===== src/rtl/mips_multicycle_ctrl.sv =====
// Multicycle MIPS main control FSM.
// Sequences datapath strobes, handles memory ready, counts retired instructions.
module mips_multicycle_ctrl #(
  parameter int CNT_W = 32
) (
  input  logic             clk,
  input  logic             rst_n,
  input  logic [5:0]       opcode,
  input  logic             mem_ready,
  output logic             mem_rd,
  output logic             MemWrite,
  output logic             IorD,
  output logic             IRWrite,
  output logic             PCWrite,
  output logic             Branch,
  output logic [1:0]       PCSrc,
  output logic             ALUSrcA,
  output logic [1:0]       ALUSrcB,
  output logic [1:0]       ALUOp,
  output logic             RegDst,
  output logic             MemtoReg,
  output logic             RegWrite,
  output logic             illegal_op,
  output logic [3:0]       state,
  output logic [CNT_W-1:0] retired
);

  localparam logic [3:0] FETCH   = 4'd0;
  localparam logic [3:0] DECODE  = 4'd1;
  localparam logic [3:0] MEMADR  = 4'd2;
  localparam logic [3:0] MEMRD   = 4'd3;
  localparam logic [3:0] MEMWB   = 4'd4;
  localparam logic [3:0] MEMWR   = 4'd5;
  localparam logic [3:0] RTYPEEX = 4'd6;
  localparam logic [3:0] RTYPEWB = 4'd7;
  localparam logic [3:0] BEQEX   = 4'd8;
  localparam logic [3:0] ADDIEX  = 4'd9;
  localparam logic [3:0] ADDIWB  = 4'd10;
  localparam logic [3:0] JEX     = 4'd11;

  localparam logic [5:0] OP_LW   = 6'b100011;
  localparam logic [5:0] OP_SW   = 6'b101011;
  localparam logic [5:0] OP_R    = 6'b000000;
  localparam logic [5:0] OP_BEQ  = 6'b000100;
  localparam logic [5:0] OP_ADDI = 6'b001000;
  localparam logic [5:0] OP_J    = 6'b000010;

  logic [3:0]       st;
  logic [3:0]       nxt;
  logic             retire;
  logic             ill;
  logic [CNT_W-1:0] cnt;

  logic is_lw;
  logic is_mem;
  logic is_r;
  logic is_beq;
  logic is_addi;
  logic is_j;

  assign is_lw   = (opcode == OP_LW);
  assign is_mem  = is_lw | (opcode == OP_SW);
  assign is_r    = (opcode == OP_R);
  assign is_beq  = (opcode == OP_BEQ);
  assign is_addi = (opcode == OP_ADDI);
  assign is_j    = (opcode == OP_J);

  always_comb begin
    nxt    = st;
    retire = 1'b0;
    ill    = 1'b0;
    unique case (st)
      FETCH: begin
        if (mem_ready) nxt = DECODE;
      end
      DECODE: begin
        unique case (1'b1)
          is_mem:  nxt = MEMADR;
          is_r:    nxt = RTYPEEX;
          is_beq:  nxt = BEQEX;
          is_addi: nxt = ADDIEX;
          is_j:    nxt = JEX;
          default: begin
            nxt = FETCH;
            ill = 1'b1;
          end
        endcase
      end
      MEMADR:  nxt = is_lw ? MEMRD : MEMWR;
      MEMRD: begin
        if (mem_ready) nxt = MEMWB;
      end
      MEMWR: begin
        if (mem_ready) begin
          nxt    = FETCH;
          retire = 1'b1;
        end
      end
      RTYPEEX: nxt = RTYPEWB;
      ADDIEX:  nxt = ADDIWB;
      MEMWB, RTYPEWB, BEQEX, ADDIWB, JEX: begin
        nxt    = FETCH;
        retire = 1'b1;
      end
      default: nxt = FETCH;
    endcase
  end

  always_ff @(posedge clk or negedge rst_n) begin
    if (!rst_n) begin
      st  <= FETCH;
      cnt <= '0;
    end else begin
      st <= nxt;
      if (retire) cnt <= cnt + 1'b1;
    end
  end

  logic       mrd_d;
  logic       mw_d;
  logic       irw_d;
  logic       pcw_d;
  logic       br_d;
  logic       rw_d;

  always_comb begin
    mrd_d    = 1'b0;
    mw_d     = 1'b0;
    irw_d    = 1'b0;
    pcw_d    = 1'b0;
    br_d     = 1'b0;
    rw_d     = 1'b0;
    IorD     = 1'b0;
    PCSrc    = 2'b00;
    ALUSrcA  = 1'b0;
    ALUSrcB  = 2'b00;
    ALUOp    = 2'b00;
    RegDst   = 1'b0;
    MemtoReg = 1'b0;
    unique case (st)
      FETCH: begin
        mrd_d   = 1'b1;
        ALUSrcB = 2'b01;
        irw_d   = mem_ready;
        pcw_d   = mem_ready;
      end
      DECODE:  ALUSrcB = 2'b11;
      MEMADR: begin
        ALUSrcA = 1'b1;
        ALUSrcB = 2'b10;
      end
      MEMRD: begin
        mrd_d = 1'b1;
        IorD  = 1'b1;
      end
      MEMWB: begin
        MemtoReg = 1'b1;
        rw_d     = 1'b1;
      end
      MEMWR: begin
        IorD = 1'b1;
        mw_d = 1'b1;
      end
      RTYPEEX: begin
        ALUSrcA = 1'b1;
        ALUOp   = 2'b10;
      end
      RTYPEWB: begin
        RegDst = 1'b1;
        rw_d   = 1'b1;
      end
      BEQEX: begin
        ALUSrcA = 1'b1;
        ALUOp   = 2'b01;
        PCSrc   = 2'b01;
        br_d    = 1'b1;
      end
      ADDIEX: begin
        ALUSrcA = 1'b1;
        ALUSrcB = 2'b10;
      end
      ADDIWB:  rw_d = 1'b1;
      JEX: begin
        PCSrc = 2'b10;
        pcw_d = 1'b1;
      end
      default: ;
    endcase
  end

  // reset is asynchronous, so strobes are gated combinationally too
  assign mem_rd     = rst_n & mrd_d;
  assign MemWrite   = rst_n & mw_d;
  assign IRWrite    = rst_n & irw_d;
  assign PCWrite    = rst_n & pcw_d;
  assign Branch     = rst_n & br_d;
  assign RegWrite   = rst_n & rw_d;
  assign illegal_op = rst_n & ill;
  assign state      = st;
  assign retired    = cnt;

endmodule


===== config.mk =====
export PLATFORM = sky130hd
export DESIGN_NAME = mips_multicycle_ctrl
export DESIGN_NICKNAME = d
export VERILOG_FILES = /design/src/rtl/mips_multicycle_ctrl.sv
export SDC_FILE = /design/constraint.sdc
export NUM_CORES = 1
export LEC_CHECK = 0
export CAP_MARGIN = 25
export CORE_MARGIN = 5
export CORE_UTILIZATION = 48
export CTS_BUF_LIST = sky130_fd_sc_hd__clkbuf_16
export DETAILED_ROUTE_END_ITERATION = 7
export MAX_ROUTING_LAYER = met4
export PLACE_DENSITY = 0.82
export SLEW_MARGIN = 20
export SYNTH_ARGS = -nofsm -noshare
export SYNTH_HDL_FRONTEND = slang
export SYNTH_SLANG_ARGS = --single-unit

===== constraint.sdc =====
create_clock -name clk -period 4.4 [get_ports clk]
set_clock_uncertainty 0.15 [all_clocks]
set_input_delay 0.44 -clock clk [delete_from_list [all_inputs] [get_ports clk]]
set_output_delay 0.44 -clock clk [all_outputs]
set_load 0.03 [all_outputs]

==> results of run 1 <==
==> stage by stage <==
| step | cell area (um2) | cells | total power (W) | setup slack (ps) | hold WS (ps) |
|---|---|---|---|---|---|
| 6_report | 2779 | 316 | 0.0009443 | 1252 | 319.0 |
| 5_1_grt | 2779 | 316 | 0.0009871 | 1099 | 331.1 |
| 4_1_cts | 2779 | 316 | 0.0009524 | 1282 | 326.6 |
| 3_5_place_dp | 2630 | 307 | 0.0006195 | 1283 | 88.53 |
| 3_3_place_gp | 2630 | 307 | 0.0006178 | 1342 | 85.11 |
| 2_1_floorplan | 2009 | 205 | 0.0005240 | 1257 | -5.591 |
==> power groups by stage <==
stage          Sequential [W]  Combinational (W)  Clock [W]
3_5_place_dp         0.000394           0.000225          0
4_1_cts              0.000389           0.000227   0.000336
6_report             0.000390           0.000225   0.000329
5_1_grt              0.000393           0.000242   0.000352
2_1_floorplan        0.000413           0.000111          0
3_3_place_gp         0.000394           0.000223          0
==> final timing paths <==
kind | from | to | slack, ps | cells after the start
worst min-delay path | retired[31] | retired[31] | 320 | 1
worst min register to register | retired[31] | retired[31] | 320 | 1
worst max-delay path | state[0] | illegal_op | 1250 | 3
worst max register to register | state[1] | retired[16] | 1960 | 5
min in group asynchronous | rst_n | retired[16] | 330 | 2
max in group asynchronous | rst_n | retired[26] | 3120 | 3
==> final cells by class <==
cell class | count | area, um2
Fill cell | 319 | 1250
Multi-Input combinational cell | 156 | 1042
Sequential cell | 36 | 900.9
Timing Repair Buffer | 63 | 623.1
Clock buffer | 5 | 125.1
Tap cell | 50 | 62.56
Clock inverter | 3 | 13.76
Inverter | 3 | 11.26
==> cells in the final DEF (no fill, tap or decap), types with 4 or more instances in the layout <==
cell type / n
a21oi_1: 6
and4_1: 4
clkbuf_16: 5
clkdlybuf4s50_1: 60
dfrtp_1: 36
nand2_1: 18
nand2b_1: 5
nand3_1: 10
nand4_1: 9
nor2_1: 13
nor2b_1: 4
nor3_1: 10
nor4_1: 4
o21ai_0: 8
xnor2_1: 25
xor2_1: 8
==> metal layers <==
layer | routed length [um] | share of wire (%) | global-route usage [%] | vias up
met2 | 2460 | 50 | 30.44 | 60
met1 | 2106 | 43 | 25.00 | 862
met3 | 285 | 5.8 | 4.005 | 7
met5 | 0 | 0 | - | -
met4 | 74 | 1.5 | 5.929 | 0
li1 | - | - | - | 847
==> sequential cells by signal, summed over array words and instances (netlist names) <==
name / count
retired: 32
state: 4
==> worst max-delay path, cell delays in order, from the launching register on <==
cell	delay, ps
dfrtp_1	680
nand2b_1	340
a2111oi_0	500
clkdlybuf4s50_1	760
==> kinds of logic (layout without fill, tap and decap cells) <==
family / after synthesis / after routing
and+or+nand+nor: 93 / 93
buffers and inverters: 13 / 74
xor gates and xnor gates: 34 / 34
muxes: 2 / 2
AOI/OAI and AO/OA: 26 / 26
DFF: 36 / 36
adders and majority gates: 1 / 1
==> impl_metrics.json, run 1 <==
{
  "status": "complete, no violations",
  "p_switching_w": 0.0002936,
  "syn_area_um2": 2009,
  "clockRootBuffer": "clkbuf_16",
  "synth_top_family_by_area": "simple AND/OR/NAND/NOR gates",
  "synth_edf_count": 0,
  "post_cts_resized": 0,
  "diodes": 0,
  "ios": 62,
  "synth_compound_area_share_pct": 8.219,
  "hold_viol": 0,
  "synthSimpleGateAreaFrac_pct": 26.77,
  "grt_max_degree": 40,
  "track_usage_pct": 19.28,
  "htree_levels": 2,
  "cap_violations": 0,
  "postCtsHoldBufs": 1,
  "pwr-share-comb_pct": 23.9,
  "fin_crit_sh_pct": 71.54,
  "vias": 1776,
  "cts_buffers": 5,
  "gp_congestion": 0.7711,
  "grt_pass1_wl_mm": 7.969,
  "maxSlewViolCount": 0,
  "wire_per_inst_um": 15.59,
  "setup_violations": 0,
  "rows": 23,
  "dpl.hpwl_mm": 3.548,
  "post-route-drc-count": 0,
  "synth_common_cells": "dfrtp_1 (36), xnor2_1 (25), nand2_1 (18)",
  "arrival_ps": 2560,
  "fin_nets": 275,
  "synthToLayoutAreaGrowth_pct": 38.29,
  "portBuffers": 61,
  "synth_top_area_share_pct": 44.83,
  "clock_latency_ps": 270,
  "p_per_area_nw_per_um2": 339.8,
  "initial_core_util_pct": 49.88,
  "min_period_ps": 3148,
  "worstSetupPathType": "reg2out",
  "via_per_inst": 5.620,
  "critPathRequiredTime_ps": 3810,
  "routed_wirelength_mm": 4.927,
  "cp_max_fo": 18,
  "relSlewSlack_pct": 59.03,
  "fp.dieArea_um2": 5580,
  "tightest_slew_ps": 614.5,
  "vdd_drop_max_v": 0.0002626,
  "synthCells": 205,
  "cp-start-kind": "flop",
  "final_util_pct": 68.98,
  "yosys-top-cells-area": "dfrtp_1 (45%), xnor2_1 (11%), xor2_1 (3.5%)",
  "seq_area_frac_synth_pct": 44.83,
  "ys_warn_count": 0,
  "drtPass1Iterations": 4,
  "drive_above_1_share_pct": 6.015,
  "synth_mux_area_share_pct": 1.059,
  "hold_class": "reg2reg",
  "setup_tns_ps": 0,
  "yosys.cell_count.top_type": "dfrtp_1",
  "leakage_nw": 1.116,
  "synth-main-ff-cell": "dfrtp_1",
  "post_cts_buffers": 0,
  "grt_pass1_vias": 1605,
  "power_frac_clock_pct": 34.8,
  "ys_seq_elements": 36,
  "fmax_mhz": 317.7,
  "synth-xor-area-share_pct": 15.19,
  "synthAdderAreaFrac_pct": 0.6227,
  "sw_frac_of_total_pct": 31.09,
  "clockBufferDepth": 2,
  "synth_area_leader_cell": "dfrtp_1",
  "cts.sinks": 36,
  "drt_iter0_markers": 91,
  "p_int_w": 0.0006507,
  "postSynth.asyncResetShare_pct": 100.0,
  "tritoncts": "done",
  "rsz0062_at_grt": "no",
  "syn-num-nets": 215,
  "overflow": 0,
  "critPathCaptureType": "output port",
  "synth_area_per_cell_um2": 9.802,
  "clk_transition_reported_paths_ps": 50,
  "power_frac_seq_pct": 41.3,
  "grt_antenna_before_repair": 0,
  "core_area_um2": 4029,
  "ant_nets": 0,
  "die_y_um": 74.70,
  "synth_cell_types": 42,
  "die_w_um": 74.70
}
(Power assumes the default switching activity.)
==> run 2: changes to the inputs <==
--- a/config.mk
+++ b/config.mk
@@ -7,11 +7,11 @@
 export LEC_CHECK = 0
 export CAP_MARGIN = 25
 export CORE_MARGIN = 5
-export CORE_UTILIZATION = 48
+export CORE_UTILIZATION = 47
 export CTS_BUF_LIST = sky130_fd_sc_hd__clkbuf_16
 export DETAILED_ROUTE_END_ITERATION = 7
 export MAX_ROUTING_LAYER = met4
-export PLACE_DENSITY = 0.82
+export PLACE_DENSITY = 0.8
 export SLEW_MARGIN = 20
 export SYNTH_ARGS = -nofsm -noshare
 export SYNTH_HDL_FRONTEND = slang
==> constraint.sdc (replaced) <==
create_clock -name clk -period 3.1 [get_ports clk]
set_clock_uncertainty 0.15 [all_clocks]
set_input_delay 0.31 -clock clk [delete_from_list [all_inputs] [get_ports clk]]
set_output_delay 0.31 -clock clk [all_outputs]
set_load 0.03 [all_outputs]
==> run 2 against run 1 <==
Core utilization is 0.48 points lower; register-to-register slack worse by 1100 ps; largest power group unchanged; clock power is 45% higher; cell area is 0.72% higher; sequential share of layout area is 0.23 points lower; worst setup slack worse by 1000 ps; cell count is 0.63% higher; first-iteration DRC count is 9.9% lower; clock-buffer cell count stayed put; wire length is 0.59% higher.
==> impl_metrics.json, run 2 (synthesis results as in run 1) <==
{
  "status": "complete, no violations",
  "drive_above_1_share_pct": 7.090,
  "vdd_drop_max_v": 0.0003242,
  "crit_chain": "dlygate4sd3_1 -> buf_2 -> nand2_1 -> a2111oi_0 -> clkdlybuf4s50_1",
  "gp_congestion": 0.8729,
  "clk_transition_reported_paths_ps": 50,
  "cp-start-kind": "primary input",
  "drt_iter0_markers": 82,
  "initial_core_util_pct": 49.17,
  "hold_class": "in2async",
  "leakage_nw": 1.128,
  "sw_frac_of_total_pct": 31.93,
  "clockRootBuffer": "clkbuf_16",
  "vias": 1761,
  "critPathCaptureType": "output port",
  "die_w_um": 75.39,
  "grt_max_degree": 29,
  "core_area_um2": 4086,
  "fmax_mhz": 346.7,
  "via_per_inst": 5.538,
  "final_area_um2": 2799,
  "synthToLayoutAreaGrowth_pct": 39.29,
  "cp_slowest_cell": "clkdlybuf4s50_1",
  "arrival_ps": 2420,
  "die_y_um": 75.39,
  "worstSetupPathType": "in2out",
  "ios": 62,
  "r2r-end": "retired[25]",
  "grt_pass1_vias": 1668,
  "critical_path.top_delay_family": "buffers and inverters",
  "p_int_w": 0.0009361,
  "final_common_cell": "clkdlybuf4s50_1",
  "cts_buffers": 5,
  "tritoncts": "done",
  "relSlewSlack_pct": 61.23,
  "fp.dieArea_um2": 5683,
  "rrSetupSlack_ps": 850,
  "hold_viol": 0,
  "tightest_slew_ps": 580.0,
  "ff2ff_path_depth": 5,
  "track_usage_pct": 19.05,
  "wire_per_inst_um": 15.58,
  "ant_nets": 0,
  "cap_violations": 0,
  "power_frac_seq_pct": 40.3,
  "post_cts_resized": 0,
  "p_switching_w": 0.0004390,
  "maxSlewViolCount": 0,
  "clockBufferDepth": 2,
  "min_period_ps": 2884,
  "crit_buf_inv": 3,
  "r2r-start": "state[3]",
  "portBuffers": 61,
  "cpPeakStageDelay_ps": 750,
  "post-route-drc-count": 0,
  "finalPower_w": 0.001375,
  "fin_nets": 277,
  "grt_antenna_before_repair": 0,
  "pwr-share-comb_pct": 24.9,
  "largest_reg_flops": 32,
  "routed_wirelength_mm": 4.956,
  "whs_ps": 303.7,
  "setup_violations": 0,
  "overflow": 0,
  "htree_levels": 2,
  "setup_tns_ps": 0,
  "final_util_pct": 68.49,
  "final_cell_mix": "clkdlybuf4s50_1 (60), dfrtp_1 (36), xnor2_1 (25), nand2_1 (18), nor2_1 (13)",
  "grt_pass1_wl_mm": 8.038,
  "diodes": 0,
  "cts.sinks": 36,
  "cp_max_fo": 14,
  "p_per_area_nw_per_um2": 491.3,
  "rsz0062_at_grt": "no",
  "clock_latency_ps": 280,
  "drtPass1Iterations": 4,
  "critPathRequiredTime_ps": 2640,
  "place_area_um2": 2645,
  "rows": 23,
  "dpl.hpwl_mm": 3.530,
  "fin_crit_sh_pct": 93.04,
  "power_frac_clock_pct": 34.8
}
-- run 2: cell count changes in the layout (fill, tap and decap cells not counted), sizes merged --
cell / previous run / this run
buf: 2 / 4
-- run 2: worst max-delay path by stage --
stage                     cells past startpoint          to      start  slack, ps
after floorplan                               4  illegal_op   state[1]         90
after global placement                        5  illegal_op  opcode[3]        320
after global routing                          6    MemWrite      rst_n         40
final                                         5  illegal_op      rst_n        220
after detailed placement                      6  illegal_op  opcode[3]        290
after CTS                                     6    MemWrite      rst_n        190
-- run 2: routing by layer --
layer,track usage (%),part of all wire [%]
met4,6.019,1.8
met5,-,0
met1,24.48,44
met2,30.11,50
met3,4.090,5.0
-- run 2: power by group through the flow --
| stage | Clock, W | Combinational [W] | Sequential [W] |
|---|---|---|---|
| after CTS | 0.000489 | 0.000347 | 0.000552 |
| final | 0.000478 | 0.000343 | 0.000554 |
| after detailed placement | 0 | 0.000334 | 0.000557 |
| after floorplan | 0 | 0.000158 | 0.000586 |
| after global routing | 0.000514 | 0.000365 | 0.000559 |
| after global placement | 0 | 0.000329 | 0.000557 |
-- run 2: worst register-to-register path: stages, from the launching register on --
cell	delay, ps
dfrtp_1	540
nand2b_1	350
o21a_1	290
nor4b_4	460
nand3_1	180
xnor2_1	160
-- run 2: area by class of cell --
cell class                      instances  area, um2
Clock inverter                          3      18.77
Tap cell                               50      62.56
Sequential cell                        36      900.9
Inverter                                3      11.26
Clock buffer                            5      125.1
Timing Repair Buffer                   65      638.1
Multi-Input combinational cell        156       1042
Fill cell                             337       1287
-- run 2: per-stage QoR --
| stage | cells | setup slack (ps) |
|---|---|---|
| 4_1_cts | 318 | 187.9 |
| 6_report | 318 | 215.6 |
| 3_3_place_gp | 309 | 321.7 |
| 5_1_grt | 318 | 43.73 |
| 3_5_place_dp | 309 | 286.2 |
| 2_1_floorplan | 205 | 86.62 |
-- run 2: what timing repair did --
action | 4_1_cts | 5_1_grt
hold buffers | 1 | 0
buffers inserted | 0 | 0
hold endpoints to repair | 9 | 0
==> run 3: changes to the inputs <==
--- a/config.mk
+++ b/config.mk
@@ -5,7 +5,6 @@
 export SDC_FILE = /design/constraint.sdc
 export NUM_CORES = 1
 export LEC_CHECK = 0
-export CAP_MARGIN = 25
 export CORE_MARGIN = 5
 export CORE_UTILIZATION = 47
 export CTS_BUF_LIST = sky130_fd_sc_hd__clkbuf_16
==> constraint.sdc (replaced) <==
create_clock -name clk -period 3.2 [get_ports clk]
set_clock_uncertainty 0.15 [all_clocks]
set_input_delay 0.32 -clock clk [delete_from_list [all_inputs] [get_ports clk]]
set_output_delay 0.32 -clock clk [all_outputs]
set_load 0.03 [all_outputs]
==> run 3 against run 2 <==
Sequential power decreased by 5.6%; core utilization decreased by 0.43 points; combinational power decreased by 3%; cell count decreased by 0.63%; total power decreased by 5.2%; highest routed layer unchanged.
==> impl_metrics.json, run 3 (synthesis results as in run 1) <==
{
  "status": "complete, no violations",
  "routed_wirelength_mm": 4.748,
  "gr-usage-met2_pct": 28.09,
  "initial_core_util_pct": 49.17,
  "top_usage_layer": "met2",
  "drive_above_1_share_pct": 6.015,
  "grt_use_met1_pct": 23.88,
  "p_per_area_nw_per_um2": 468.5,
  "cts.sinks": 36,
  "rsz0062_at_grt": "no",
  "fin_crit_sh_pct": 92.97,
  "setup_tns_ps": 0,
  "post-route-drc-count": 0,
  "rows": 23,
  "cap_violations": 0,
  "cp_max_fo": 19,
  "cp_slowest_cell": "clkdlybuf4s50_1",
  "cp-start-kind": "flop",
  "fp.dieArea_um2": 5683,
  "grt_pass1_wl_mm": 7.679,
  "finalPower_w": 0.001303,
  "portBuffers": 61,
  "post_cts_buffers": 0,
  "cpPeakStageDelay_ps": 750,
  "htree_levels": 2,
  "tightest_slew_ps": 645.9,
  "crit_chain": "nand2b_1 -> a2111oi_0 -> clkdlybuf4s50_1",
  "grt_util_met3_pct": 3.694,
  "grt_max_degree": 27,
  "final_area_um2": 2781,
  "postCtsHoldBufs": 1,
  "place_area_um2": 2638,
  "maxSlewViolCount": 0,
  "gp_congestion": 0.9187,
  "core_area_um2": 4086,
  "worstSetupPathType": "reg2out",
  "ant_nets": 0,
  "die_w_um": 75.39,
  "fin_nets": 276,
  "leakage_nw": 1.121,
  "drtPass1Iterations": 4,
  "fmax_mhz": 336.1,
  "relSlewSlack_pct": 56.94,
  "drt_iter0_markers": 104,
  "clockBufferDepth": 2,
  "min_period_ps": 2975,
  "final_common_cell": "clkdlybuf4s50_1",
  "post_cts_resized": 0,
  "vdd_drop_max_v": 0.0002527,
  "clk_transition_reported_paths_ps": 50,
  "clockRootBuffer": "clkbuf_16",
  "largest_reg_flops": 32,
  "wire_per_inst_um": 15.03,
  "diodes": 0,
  "setup_violations": 0,
  "arrival_ps": 2510,
  "vias": 1744,
  "synthToLayoutAreaGrowth_pct": 38.42,
  "critical_path.top_delay_family": "buffers and inverters",
  "hold_viol": 0,
  "track_usage_pct": 18.05,
  "critPathCaptureType": "output port",
  "final_cell_mix": "clkdlybuf4s50_1 (60), dfrtp_1 (36), xnor2_1 (25), nand2_1 (18), nor2_1 (13)",
  "critPathRequiredTime_ps": 2730,
  "overflow": 0,
  "die_y_um": 75.39,
  "crit_buf_inv": 1,
  "dpl.hpwl_mm": 3.526,
  "cts_buffers": 5,
  "via_per_inst": 5.519,
  "hold_class": "reg2reg",
  "grt_pass1_vias": 1589,
  "tritoncts": "done",
  "rrSetupSlack_ps": 760,
  "clock_latency_ps": 270,
  "grt_antenna_before_repair": 0,
  "ios": 62
}
run 3: changes by cell type in the layout (fill, tap and decap cells not counted), sizes merged:
cell,delta
clkinv,-2
buf,-1
inv,+1
run 3: power by group:
group          total [W]  switching, W  internal, W  leakage (nW)
Combinational   0.000332      0.000196     0.000137         0.553
Clock           0.000448      0.000168     0.000279        0.0709
Sequential      0.000523     0.0000429     0.000480         0.497
Total            0.00130      0.000407     0.000896          1.12
run 3: routing by layer:
layer,wire length [um],up-vias
met5,0,-
li1,-,846
met2,2347,45
met1,2126,848
met4,48,0
met3,225,5
run 3: path summary, 6_finish.rpt:
check	to	cells past startpoint	startpoint
max	illegal_op	3	state[1]
min	retired[31]	1	retired[31]
max reg2reg	retired[16]	5	state[1]
min reg2reg	retired[31]	1	retired[31]
max in group asynchronous	retired[27]	3	rst_n
min in group asynchronous	retired[4]	2	rst_n
run 3: cell type report:
class	count	area [um2]
fillers	337	1305
well taps	50	62.56
repair buffers	64	630.6
inverters	3	11.26
clock inverters	2	8.758
flip-flops and latches	36	900.9
clock buffers	5	125.1
multi-input cells	156	1042
run 3: worst register-to-register path: stages (launching register included):
cell	delay, ps
dfrtp_1	750
nand2b_1	410
o21ai_0	180
and4b_1	490
and4_4	280
xor2_2	120
run 3: stage by stage:
stage	instances	setup WS, ps	util [%]	hold slack (ps)
final	316	225.0	68.06	322.8
after global routing	316	41.00	68.06	339.3
after CTS	316	226.8	68.06	326.6
after detailed placement	308	379.3	64.54	85.53
after global placement	308	381.5	64.54	81.11
after floorplan	205	176.6	-	-125.6
